===== src/rtl/sysex_word_packer.sv =====
// sysex_word_packer
// Packs a MIDI SysEx byte stream into BPW-byte words tagged with a byte
// count and first/last-of-message flags, and queues them in a show-ahead
// FIFO drained from the register-bus side. Partial words are committed on
// end of message, on an explicit flush pulse, or after an idle timeout.
//
// state    | meaning
// ---------+-------------------------------------------------------------
// S_IDLE   | no partial word held; next accepted byte opens a new word
// S_FILL   | partial word held; accepting bytes into lanes 1..BPW-1
// S_COMMIT | one-cycle FIFO write of the assembled word; no byte accepted
module sysex_word_packer #(
  parameter int BPW       = 3,
  parameter int DEPTH     = 16,
  parameter int AF_MARGIN = 2,
  parameter int TIMEOUT   = 0
) (
  input  logic                       clk,
  input  logic                       rst_n,
  input  logic [7:0]                 in_data,
  input  logic                       in_valid,
  input  logic                       in_last,
  output logic                       in_rd,
  output logic                       in_busy,
  input  logic                       flush,
  input  logic                       out_rd,
  output logic                       out_rvalid,
  output logic [8*BPW-1:0]           out_rdata,
  output logic [$clog2(BPW+1)-1:0]   out_rlen,
  output logic                       out_rfirst,
  output logic                       out_rlast,
  output logic [$clog2(DEPTH):0]     level
);

  localparam int LW  = $clog2(BPW + 1);
  localparam int AW  = $clog2(DEPTH);
  localparam int LVW = AW + 1;
  localparam int IW  = (TIMEOUT > 0) ? $clog2(TIMEOUT + 1) : 1;
  localparam int DW  = 8 * BPW;
  localparam int WW  = LW + 2 + DW;

  typedef enum logic [1:0] {
    S_IDLE   = 2'd0,
    S_FILL   = 2'd1,
    S_COMMIT = 2'd2
  } state_t;

  state_t          state, state_nxt;
  logic [LW-1:0]   cnt;
  logic [DW-1:0]   lanes;
  logic            last_flag;
  logic            first_pend;
  logic [IW-1:0]   idle_cnt;
  logic            timeout_hit;
  logic            commit;

  logic [WW-1:0]   mem [DEPTH];
  logic [AW-1:0]   wr_ptr, rd_ptr;
  logic [LVW-1:0]  level_q, level_nxt;
  logic            busy_q;
  logic            pop;
  logic [WW-1:0]   head;

  assign timeout_hit = (TIMEOUT != 0) && (idle_cnt == IW'(TIMEOUT));
  assign in_rd       = in_valid & ~busy_q & ((state == S_IDLE) | (state == S_FILL));

  // Next-state decode: word completion, flush and timeout all funnel into S_COMMIT.
  always_comb begin
    state_nxt = state;
    commit    = 1'b0;
    case (state)
      S_IDLE: begin
        if (in_rd) state_nxt = (in_last || BPW == 1) ? S_COMMIT : S_FILL;
      end
      S_FILL: begin
        if (in_rd) begin
          if (in_last || cnt == LW'(BPW - 1) || flush) state_nxt = S_COMMIT;
        end else if (flush || timeout_hit) begin
          state_nxt = S_COMMIT;
        end
      end
      S_COMMIT: begin
        commit    = 1'b1;
        state_nxt = S_IDLE;
      end
      default: state_nxt = S_IDLE;
    endcase
  end

  // State register.
  always_ff @(posedge clk or negedge rst_n) begin
    if (!rst_n) state <= S_IDLE;
    else        state <= state_nxt;
  end

  // Lane assembly, byte count and message flags.
  always_ff @(posedge clk or negedge rst_n) begin
    if (!rst_n) begin
      lanes      <= '0;
      cnt        <= '0;
      last_flag  <= 1'b0;
      first_pend <= 1'b1;
    end else begin
      if (in_rd && state == S_IDLE) begin
        lanes             <= '0;
        lanes[DW-1 -: 8]  <= in_data;
        cnt               <= LW'(1);
        last_flag         <= in_last;
      end else if (in_rd && state == S_FILL) begin
        for (int i = 1; i < BPW; i++) begin
          if (cnt == LW'(i)) lanes[8*(BPW-1-i) +: 8] <= in_data;
        end
        cnt       <= cnt + LW'(1);
        last_flag <= in_last;
      end
      if (commit) first_pend <= last_flag;
    end
  end

  // Idle counter: only runs while a partial word waits in S_FILL.
  always_ff @(posedge clk or negedge rst_n) begin
    if (!rst_n) begin
      idle_cnt <= '0;
    end else if (state != S_FILL || in_rd) begin
      idle_cnt <= '0;
    end else if (TIMEOUT != 0 && idle_cnt != '1) begin
      idle_cnt <= idle_cnt + IW'(1);
    end
  end

  assign pop       = out_rd & (level_q != '0);
  assign level_nxt = level_q + LVW'(commit) - LVW'(pop);

  // FIFO pointers, occupancy and the registered almost-full flag.
  always_ff @(posedge clk or negedge rst_n) begin
    if (!rst_n) begin
      wr_ptr  <= '0;
      rd_ptr  <= '0;
      level_q <= '0;
      busy_q  <= 1'b0;
    end else begin
      if (commit) wr_ptr <= wr_ptr + AW'(1);
      if (pop)    rd_ptr <= rd_ptr + AW'(1);
      level_q <= level_nxt;
      busy_q  <= (level_nxt >= LVW'(DEPTH - AF_MARGIN));
    end
  end

  // FIFO storage; contents need no reset since outputs are gated by out_rvalid.
  always_ff @(posedge clk) begin
    if (commit) mem[wr_ptr] <= {cnt, first_pend, last_flag, lanes};
  end

  // The almost-full margin must always leave room for the pending commit.
  always @(posedge clk) begin
    if (rst_n && commit) assert (level_q < LVW'(DEPTH));
  end

  assign head       = (level_q != '0) ? mem[rd_ptr] : '0;
  assign out_rvalid = (level_q != '0);
  assign out_rdata  = head[DW-1:0];
  assign out_rlast  = head[DW];
  assign out_rfirst = head[DW+1];
  assign out_rlen   = head[WW-1 -: LW];
  assign level      = level_q;
  assign in_busy    = busy_q;

endmodule


===== config.mk =====
export PLATFORM = sky130hd
export DESIGN_NAME = sysex_word_packer
export DESIGN_NICKNAME = d
export VERILOG_FILES = /design/src/rtl/sysex_word_packer.sv
export SDC_FILE = /design/constraint.sdc
export NUM_CORES = 1
export LEC_CHECK = 0
export BUFFER_PORTS_ARGS = -buffer_cell sky130_fd_sc_hd__buf_2
export CAP_MARGIN = 10
export CORE_MARGIN = 5
export CORE_UTILIZATION = 35
export CTS_CLUSTER_DIAMETER = 30
export DETAILED_ROUTE_END_ITERATION = 10
export SETUP_SLACK_MARGIN = 0.15
export SLEW_MARGIN = 20
export SYNTH_ARGS = -nofsm -noshare
export SYNTH_HDL_FRONTEND = slang
export SYNTH_SLANG_ARGS = --single-unit

===== constraint.sdc =====
create_clock -name clk -period 4.44 [get_ports clk]
set_input_delay 0.222 -clock clk [delete_from_list [all_inputs] [get_ports clk]]
set_output_delay 0.222 -clock clk [all_outputs]
set_load 0.02 [all_outputs]

* Word level (Yosys, flattened, before mapping)
Memory sizes are Yosys's and may differ from the RTL's.
Index checks and enable logic that the tools add are counted.
** Storage, ports and cells
- RAM bits :: 448
- Memories :: 1
- Flip-flop bits (word level) :: 44
** Memory list
- mem :: depth 16, width 28, rd ports 1, clocked after memory_dff 0, wr ports 1, line 57 : logic [WW-1:0] mem [DEPTH];
** Cells by class
- Reduce and logical (&&, ||, !) cells :: 12
- Order comparisons :: 1
- Bitwise operators :: 5
- Muxes and demuxes :: 18
- Equal/unequal tests :: 7
- Add/subtract/negate cells :: 5
** Operator list (count)
- two-way mux 16 bit :: 2
- two-way mux 28 bit :: 1
- two-way mux 8 bit :: 2
- two-way mux 2 bit :: 7
- adder 4 x 1 -> 4 bit, second input constant :: 2
- != test 3 bit, second input constant :: 2
- nonzero test 2 bit :: 3
- adder 5 x 1 -> 5 bit :: 1
- >= comparator 5 x 4 -> 1 bit, second input constant :: 1
- two-way mux 1 bit :: 5
- nonzero test 5 bit :: 1
- subtractor 5 x 1 -> 5 bit :: 1
- == test 2 x 1 -> 1 bit, second input constant :: 2
- == test 2 bit, second input constant :: 2
- one-hot mux 2 bit (2 select lines) :: 1
- AND reduction 2 bit :: 2
- AND 1 bit :: 3
- AND reduction 3 bit :: 1
- adder 2 x 1 -> 2 bit, second input constant :: 1
- logical AND 1 bit :: 2
- zero test 2 bit :: 1
- logical OR 1 bit :: 2
- != test 2 bit, second input constant :: 1
- inverter 1 bit :: 1
- OR 1 bit :: 1

* Logic depth before layout (Yosys ltp)
Gate-level depths: netlist (run 1).
- Depth after elaboration :: 6
- Gate-level depth with buffers :: 13

* Worst setup path before layout (run 1)
OpenSTA, ideal clock, no wires.
- Path type :: register to register
- Start point :: register level_q[3] (netlist: level[3])
- End point :: register busy_q (netlist: in_busy)
- Setup time :: 0.120 ns
- Data required time :: 4.320 ns
- Data arrival time :: 2.985 ns
- Cell stages (with the launch flop) :: 14
- Slack :: 1.334 ns
- Path buffers :: 1
- Cell sequence :: dfrtp_1 > inv_1 > ha_1 > or4b_4 > and2_0 > clkbuf_1 > ha_1 > inv_1 > ha_1 > fa_1 > a21oi_1 > o21bai_1 > xnor2_1 > a31o_2
** Between the ends
- Word-level cells in the longest chain between the ends :: 4
- Elaborated cells between the ends (all ways) :: 5
- Those cells by class :: 2 x add/sub; 1 x order compare; 1 x bitwise; 1 x reduce/logical
** RTL lines
- start, declared :: line 59 : logic [LVW-1:0] level_q, level_nxt;
- start signal, assigned :: line 144 : level_q <= level_nxt;
- nonzero test 5 bit
- net out_rvalid :: line 27 : output logic out_rvalid,
- AND 1 bit :: line 131 : assign pop = out_rd & (level_q != '0);
- net pop :: line 61 : logic pop;
- subtractor 5 x 1 -> 5 bit :: line 132 : assign level_nxt = level_q + LVW'(commit) - LVW'(pop);
- net level_nxt[4] :: line 59
- >= comparator 5 x 4 -> 1 bit :: line 145 : busy_q <= (level_nxt >= LVW'(DEPTH - AF_MARGIN));
- end signal, assigned :: line 145
- end, declared :: line 60 : logic busy_q;
The timed path passes the listed nets, and every way through them passes these cells.
A chain may end at the register's enable or synchronous reset.

* Worst setup path after layout (run 1)
- Start point :: register level_q[2] (netlist: level[2])
- End point :: output out_rdata[4]
** Between the ends
- Word-level cells in the longest chain between the ends :: 2
** RTL lines
- nonzero test 5 bit :: line 159 : assign head = (level_q != '0) ? mem[rd_ptr] : '0;
- two-way mux 28 bit :: line 159
- end, declared :: line 28 : output logic [8*BPW-1:0] out_rdata,
Every way passes these cells.

==> impl_metrics.toml, run 1 <==
[logic_synthesis]
synth_nets = 978
seq_area_frac_synth_pct = 75.4
synth_top_flop_cell = "edfxtp_1"
yosys_warnings = 0
synth_area_leader_cell = "edfxtp_1"
avgSynthCellArea_um2 = 20.3
synth-seq-cells = 492
synthCells = 950
syn-cell-area_mm2 = 0.0193
yosysUniqueCellTypes = 45
ys_async_sr_fraction_pct = 8.94
synth_edf_count = 448
netlist_top_cells_area = "edfxtp_1 70%, mux4_2 9.9%, dfrtp_1 5.6%"
yosysTopAreaCellShare_pct = 69.7

[critical_path]
cp_num_buf_inv = 3
endpoint_kind = "primary output"
crit_chain = "inv_1, ha_1, or4b_4, nor2b_4, buf_4, a22oi_2, o211ai_1, buf_2"
crit_slowest_cell = "nor2b_4"
crit_path_start_kind = "flip-flop"
r2r_end = "in_busy$_DFF_PN0_"
cp.arrival_ns = 3.30
cp.depth = 8
cpPeakStageDelay_ns = 0.84
cp_max_fo = 22
r2r_cells = 12
reg2reg_slack_ns = 1.30
rr_startpoint = "level[2]$_DFF_PN0_"
cp.required_ns = 4.22
cp_top_family = "simple AND/OR/NAND/NOR gates"
worstSetupPathType = "reg -> out"

[routing]
routed_wirelength_mm = 45.2
first_iter_violations = 878
wl_met1_mm = 20.3
dr.pass1.iters = 4
vias = 9783
vias_per_cell = 5.23
drt_drc_violations_left = 0
postRouteAntennaNets = 0
met3_length_mm = 2.53
drt-wirelength-per-cell_um = 24.2
top_layer = "met4"
dr_wl_met2_mm = 21.5

[layout]
mostFrequentLayoutCell = "edfxtp_1"
final_util_pct = 43.5
nNetsFinal = 1109
mostFrequentLayoutCells = "448 x edfxtp_1, 102 x clkbuf_16, 85 x mux4_2"
design_area_mm2 = 0.0239
nFillCells = 4693
syn2layout_area_growth_pct = 23.7
drive_gt1_share_pct = 33.1

[timing]
fin_setup_tns_ns = 0
max_freq_mhz = 284
hold_violations = 0
rsz0062_at_grt = "no"
maxSlewHeadroom_pct = 25.2
period_needed_ns = 3.52
tightest_slew_ns = 1.12
clock_skew_ns = 0.0253
slew_viol_final = 0
setup_viol = 0
finalCritPeriodShare_pct = 79.3

[floorplanning]
dieArea_mm2 = 0.0600
ios = 50
core_mm2 = 0.0549
die_w_um = 245
initial_core_util_pct = 35.2
rows = 86
die_h_um = 245

[grt]
track_usage_pct = 15.1
grt_pass1_vias = 10600
grt_max_degree = 48
grt_antenna_before_repair = 3
grt-ovfl-total = 0
grt_first_pass_wirelength_mm = 67.8

[clock_tree]
cts.path.max_buffers = 3
cts.sinks = 492
clk_pin_slew_ns = 0.04
h-tree-depth = 3
tritoncts = "yes"
numCtsBuffers = 100
clk_latency_ns = 0.61
post_cts_resized = 0
clk_root_buffer_cell = "clkbuf_16"

[power]
fin_total_pwr_uw = 18700
pwr_density_cell_mw_per_mm2 = 785
vdd_drop_max_v = 0.000572
power.leakage_uw = 0.00818

[run_status]
status = "finished, final reports clean"

[worst_hold_path]
holdCritStartpoint = "out_rd"
whs_endpoint = "rd_ptr[0]$_DFFE_PN0P_"
worstHoldPathType = "in -> reg"
hold_depth = 3

[place]
place_area_mm2 = 0.0203
place.gp.congestion = 0.733
dp_hpwl_mm = 23.2
io_buffers = 49

[flow_run]
cap_violations = 0
where the power goes:
| group | leakage [uW] | internal (uW) | switching [uW] |
|---|---|---|---|
| clock network | 0.00165 | 5050 | 2330 |
| logic | 0.00196 | 1880 | 2630 |
| registers | 0.00457 | 6060 | 783 |
| total | 0.00818 | 13000 | 5750 |
worst reg2reg max path, delay by kind of cell (launching register included):
family | cells | cell delay [ns]
flip-flops | 1 | 0.40
XOR/XNOR | 1 | 0.15
buffers and inverters | 2 | 0.13
AO/OA/AOI/OAI | 3 | 0.46
AND/OR/NAND/NOR | 2 | 0.77
adder cells (fa/ha/maj) | 4 | 1.11
registers in the layout (all words and copies together), names as in the netlist, 2 cells and up:
signal,flops
cnt,2
lanes,24
level,5
mem,448
rd_ptr,4
state,2
wr_ptr,4
worst max path at each step:
stage | from | slack [ns] | endpoint
global route | level[2]$_DFF_PN0_ | 0.77 | out_rdata[7]
finish | level[2]$_DFF_PN0_ | 0.92 | out_rdata[4]
floorplan | level[3]$_DFF_PN0_ | 1.33 | in_busy$_DFF_PN0_
CTS | level[2]$_DFF_PN0_ | 0.86 | out_rdata[7]
detailed placement | level[3]$_DFF_PN0_ | 1.30 | in_busy$_DFF_PN0_
global placement | level[3]$_DFF_PN0_ | 1.42 | in_busy$_DFF_PN0_
routing by layer:
metal | GRT usage (%) | vias up
li1 | - | 4193
met3 | 3.13 | 69
met2 | 23.7 | 315
met1 | 21.8 | 5206
met4 | 4.31 | 0
met5 | 0 | -
stage by stage:
stage	cells	hold slack [ns]	setup slack (ns)
after floorplan	950	-0.0736	1.33
after global placement	1671	0.485	1.42
after CTS	1869	0.115	0.856
final	1871	0.146	0.917
after global routing	1870	0.152	0.768
after detailed placement	1671	0.502	1.30
area by class of cell:
| type | instances | area (um2) | area share (%) |
|---|---|---|---|
| sequential | 492 | 14600 | 61.0 |
| multi-input combinational | 396 | 4450 | 18.6 |
| clock buffer | 135 | 2780 | 11.6 |
| tap | 704 | 881 | 3.69 |
| clock inverter | 52 | 624 | 2.61 |
| timing repair buffer | 79 | 538 | 2.25 |
| inverter | 12 | 45.0 | 0.189 |
| antenna | 1 | 2.50 | 0.0105 |
cells by family (layout without fill, tap and decap cells):
| kind of cell | count (synthesis) | count (layout) | share of synthesized area, % |
|---|---|---|---|
| buffers and inverters | 62 | 278 | 1.75 |
| DFF | 492 | 492 | 75.4 |
| muxes | 167 | 167 | 14.3 |
| xor gates and xnor gates | 10 | 10 | 0.454 |
| AOI/OAI and AO/OA | 96 | 96 | 4.19 |
| and+or+nand+nor | 109 | 109 | 2.94 |
| other | 0 | 1 | 0 |
| adders and majority gates | 14 | 14 | 0.946 |
cell usage after synthesis (all sizes together), types with 4 or more instances:
master  number
mux2        28
clkbuf      20
o211ai      27
xnor2        6
ha          13
nand2       34
nand3       28
xor2         4
and2        18
o21ai        5
edfxtp     448
nor2b       11
mux4        85
buf         30
a22oi       54
nor2         7
dfrtp       43
mux2i       54
inv         12
a21oi        4
timing repair:
item	4_1_cts	5_1_grt
hold endpoints to repair	53	0
hold buffers	11	0
setup buffers	0	0
Note: power is estimated with default switching activity, not from simulation.
==> inputs of run 2 (changes only) <==
- clock period: 4.44 -> 2.9 ns (I/O delays scaled with it)
==> impl_metrics.toml, run 2 (synthesis gave the netlist of run 1 again) <==
[floorplanning]
die_h_um = 245
core_mm2 = 0.0549
dieArea_mm2 = 0.0600
initial_core_util_pct = 35.2
die_w_um = 245
ios = 50
rows = 86

[clock_tree]
clk_latency_ns = 0.59
cts.path.max_buffers = 3
cts.sinks = 492
clk_root_buffer_cell = "clkbuf_16"
h-tree-depth = 3
clk_pin_slew_ns = 0.05
numCtsBuffers = 94
tritoncts = "yes"

[routing]
drt-wirelength-per-cell_um = 25.5
first_iter_violations = 744
vias_per_cell = 5.29
dr.pass1.iters = 5
vias = 10100
drt_drc_violations_left = 0
postRouteAntennaNets = 0
routed_wirelength_mm = 48.6

[critical_path]
worstSetupPathType = "reg -> out"
crit_chain = "inv_2, ha_4, or4b_4, buf_6, buf_4, and2_2, a22o_4, buf_6"
cp.required_ns = 2.76
endpoint_kind = "primary output"
cp.arrival_ns = 2.81
crit_path_start_kind = "flip-flop"
crit_slowest_cell = "or4b_4"
cpMostUsedCell = "buf_6"
reg2reg_slack_ns = 0.13
cp_max_fo = 9
cpPeakStageDelay_ns = 0.46

[layout]
mostFrequentLayoutCell = "edfxtp_1"
final_util_pct = 45.2
top_register = "mem"
mostFrequentLayoutCells = "448 x edfxtp_1, 101 x clkbuf_16, 85 x mux4_2"
largest_register_ffs = 448
syn2layout_area_growth_pct = 28.4
nNetsFinal = 1154
drive_gt1_share_pct = 38.5
fin_cells = 1908
design_area_mm2 = 0.0248
antennaDiodeCount = 0

[timing]
fin_setup_tns_ns = -0.606
clock_skew_ns = 0.0172
rsz0062_at_grt = "yes"
finalCritPeriodShare_pct = 102
hold_violations = 0
setup_slack_ns = -0.0508
max_freq_mhz = 339
setup_viol = 24
maxSlewHeadroom_pct = 45.0
slew_viol_final = 0
tightest_slew_ns = 0.825
period_needed_ns = 2.95

[grt]
grt_first_pass_wirelength_mm = 70.5
grt-ovfl-total = 0
grt_max_degree = 38
grt_antenna_before_repair = 0
grt_pass1_vias = 10600
track_usage_pct = 15.9

[place]
place_inst = 1694
place.gp.congestion = 0.747
dp_hpwl_mm = 24.6
io_buffers = 49
place_area_mm2 = 0.0207

[power]
pwr_density_cell_mw_per_mm2 = 1230
vdd_drop_max_v = 0.000773
power.leakage_uw = 0.00854

[worst_hold_path]
worstHoldPathType = "in -> reg"

[run_status]
violations = "setup timing"
status = "finished with violations"

[flow_run]
cap_violations = 0
-- run 2: final cells by class --
type / count / area (um2)
clock buffer: 107 / 2480
sequential: 492 / 14600
fill: 4621 / 30100
inverter: 12 / 45.0
timing repair buffer: 128 / 1370
tap: 704 / 881
clock inverter: 67 / 897
multi-input combinational: 398 / 4560
-- run 2: stage by stage --
stage          setup slack [ns]  hold slack (ns)  total power [uW]
2_1_floorplan           -0.0122           -0.151             15200
3_3_place_gp              0.178            0.314             17700
3_5_place_dp              0.110            0.296             17900
4_1_cts                  -0.105          0.00303             30200
5_1_grt                  -0.153           0.0624             31700
6_report                -0.0508           0.0479             30500
-- run 2: worst paths after layout --
| check | depth (start not counted) | from | to |
|---|---|---|---|
| worst min-delay path | 4 | out_rd | rd_ptr[0]$_DFFE_PN0P_ |
| worst max register to register | 12 | level[2]$_DFF_PN0_ | in_busy$_DFF_PN0_ |
| worst min register to register | 1 | state[1]$_DFFE_PN0P_ | state[1]$_DFFE_PN0P_ |
| max in group asynchronous | 3 | rst_n | first_pend$_DFFE_PN1P_ |
| min in group asynchronous | 2 | rst_n | state[1]$_DFFE_PN0P_ |
| worst max-delay path | 8 | level[2]$_DFF_PN0_ | out_rlen[0] |
-- run 2: where the power goes --
| part | switching, uW | internal (uW) |
|---|---|---|
| registers | 1200 | 9270 |
| clock network | 3560 | 7840 |
| logic | 4680 | 3910 |
-- run 2: timing repair --
action,in CTS,in global routing
hold endpoints to repair,45,0
endpoints found under the setup margin,29,29
resized for setup,31,27
hold buffers,11,0
gates cloned,5,4
setup buffers,15,5
pin swaps,12,35
-- run 2: worst max-delay path, delay by kind of cell (launching register included) --
kind | cells | cell delay, ns
and+or+nand+nor | 2 | 0.83
buffers and inverters | 4 | 0.52
DFF | 1 | 0.40
AOI/OAI and AO/OA | 1 | 0.34
adders and majority gates | 1 | 0.13
-- run 2: routing by layer --
layer	share of wire, %	GRT usage [%]
met5	0	0
met4	2.9	5.45
met3	6.5	3.67
met2	49	25.8
met1	41	21.2
==> inputs of run 3 (changes only) <==
- CELL_PAD_IN_SITES_DETAIL_PLACEMENT: not set -> 1
- CELL_PAD_IN_SITES_GLOBAL_PLACEMENT: not set -> 2
- PLACE_DENSITY_LB_ADDON: not set -> 0.1
==> impl_metrics.toml, run 3 (synthesis gave the netlist of run 1 again) <==
[grt]
grt-ovfl-total = 0
grt_pass1_vias = 11000
grt_first_pass_wirelength_mm = 77.3
grt_antenna_before_repair = 1
track_usage_pct = 17.8
grt_max_degree = 40

[critical_path]
worstSetupPathType = "reg -> out"
reg2reg_slack_ns = 0.10
cp_max_fo = 6
cp.arrival_ns = 2.77
crit_path_start_kind = "flip-flop"
cp.required_ns = 2.76
endpoint_kind = "primary output"

[clock_tree]
tritoncts = "yes"
numCtsBuffers = 104
cts.sinks = 492
clk_root_buffer_cell = "clkbuf_16"
cts.path.max_buffers = 3
h-tree-depth = 3
clk_pin_slew_ns = 0.05
clk_latency_ns = 0.62

[routing]
routed_wirelength_mm = 52.9
drt-wirelength-per-cell_um = 27.4
vias = 10200
first_iter_violations = 663
dr.pass1.iters = 5
vias_per_cell = 5.27
postRouteAntennaNets = 0
drt_drc_violations_left = 0

[layout]
drive_gt1_share_pct = 38.6
nNetsFinal = 1167
largest_register_ffs = 448
syn2layout_area_growth_pct = 29.6
mostFrequentLayoutCells = "448 x edfxtp_1, 109 x clkbuf_16, 85 x mux4_2"
mostFrequentLayoutCell = "edfxtp_1"
design_area_mm2 = 0.0250
nFillCells = 5054
antennaDiodeCount = 0
top_register = "mem"

[timing]
finalCritPeriodShare_pct = 100
period_needed_ns = 2.91
tightest_slew_ns = 0.690
maxSlewHeadroom_pct = 54.0
slew_viol_final = 0
max_freq_mhz = 344
setup_viol = 5
hold_violations = 0
clock_skew_ns = 0.0169
rsz0062_at_grt = "yes"
setup_slack_ns = -0.0102

[floorplanning]
rows = 86
initial_core_util_pct = 35.2
ios = 50
die_h_um = 245
die_w_um = 245
dieArea_mm2 = 0.0600
core_mm2 = 0.0549

[power]
pwr-share-comb_pct = 26.7
p_switching_uw = 9560
fin_total_pwr_uw = 30800
p_int_uw = 21200
pwr_density_cell_mw_per_mm2 = 1230
switching_share_pct = 31.0
power_frac_seq_pct = 33.9
power.leakage_uw = 0.00869
p_clk_share_pct = 39.4
vdd_drop_max_v = 0.000687

[place]
place.gp.congestion = 0.708
place_area_mm2 = 0.0209
io_buffers = 49
dp_hpwl_mm = 28.0

[run_status]
status = "finished with violations"
violations = "setup timing"

[worst_hold_path]
worstHoldPathType = "in -> async"

[flow_run]
cap_violations = 0
-- run 3: cell types whose count changed in the layout (fill, tap and decap cells not counted), sizes merged --
cell / change
clkbuf: +14
bufinv: -4
bufbuf: -1
nor2b: +1
inv: +7
dlygate4sd3: +1
clkinvlp: -7
clkinv: +8
buf: +6
-- run 3: area by class of cell --
type	count	area, um2	share of cell area [%]
inverters	12	45.0	0.180
flip-flops and latches	492	14600	58.2
clock buffers	125	2820	11.3
multi-input cells	399	4540	18.1
well taps	704	881	3.52
clock inverters	71	845	3.38
repair buffers	130	1330	5.31
-- run 3: path summary, 6_finish.rpt --
path | start | to | cells after the start
setup / recovery | level[2]$_DFF_PN0_ | out_rdata[12] | 9
hold / removal | rst_n | lanes[18]$_DFFE_PN0P_ | 2
setup reg to reg | level[2]$_DFF_PN0_ | in_busy$_DFF_PN0_ | 12
hold reg to reg | wr_ptr[3]$_DFFE_PN0P_ | wr_ptr[3]$_DFFE_PN0P_ | 1
max in group asynchronous | rst_n | lanes[1]$_DFFE_PN0P_ | 4
min in group clk | in_valid | state[1]$_DFFE_PN0P_ | 5
-- run 3: power by group through the flow --
| stage | combinational, uW | clock [uW] | sequential [uW] |
|---|---|---|---|
| final | 8230 | 12200 | 10400 |
| after global routing | 8860 | 12800 | 10600 |
| after floorplan | 5140 | 0 | 10000 |
| after global placement | 7640 | 0 | 10500 |
| after detailed placement | 7640 | 0 | 10600 |
| after CTS | 8270 | 12400 | 10500 |
-- run 3: worst max-delay path, cell delays in order, from the launching register on --
cell and delay (ns):
dfrtp_2 0.40, inv_2 0.08, ha_4 0.12, or4b_4 0.50
buf_8 0.17, and2_4 0.23, buf_4 0.20, a22oi_2 0.15
o211ai_1 0.12, buf_2 0.18
-- run 3: what timing repair did --
item,4_1_cts,5_1_grt
resized for setup,28,20
hold buffers,12,0
endpoints found under the hold margin,44,0
pin swaps,7,13
endpoints found under the setup margin,29,30
cloned,3,0
setup buffers,15,1
-- run 3: metrics by stage --
stage / hold WS (ns) / instances / setup WS, ns / util (%) / setup TNS [ns]
after detailed placement: 0.365 / 1705 / 0.0742 / 38.1 / 0
after floorplan: -0.151 / 950 / -0.0122 / - / -0.0122
after global routing: 0.0161 / 1933 / -0.143 / 45.6 / -2.17
after global placement: 0.364 / 1705 / 0.124 / 38.1 / 0
after CTS: 0.0177 / 1931 / -0.103 / 45.4 / -0.974
final: 0.0142 / 1933 / -0.0102 / 45.6 / -0.0316
-- run 3: layer usage --
layer  vias up  track usage, %  wire (um)
met1      5532            25.0      24000
met4         0            5.13        947
met2       253            28.6      25600
met3        69            3.35       2320
met5         -               0          0
li1       4325               -          -
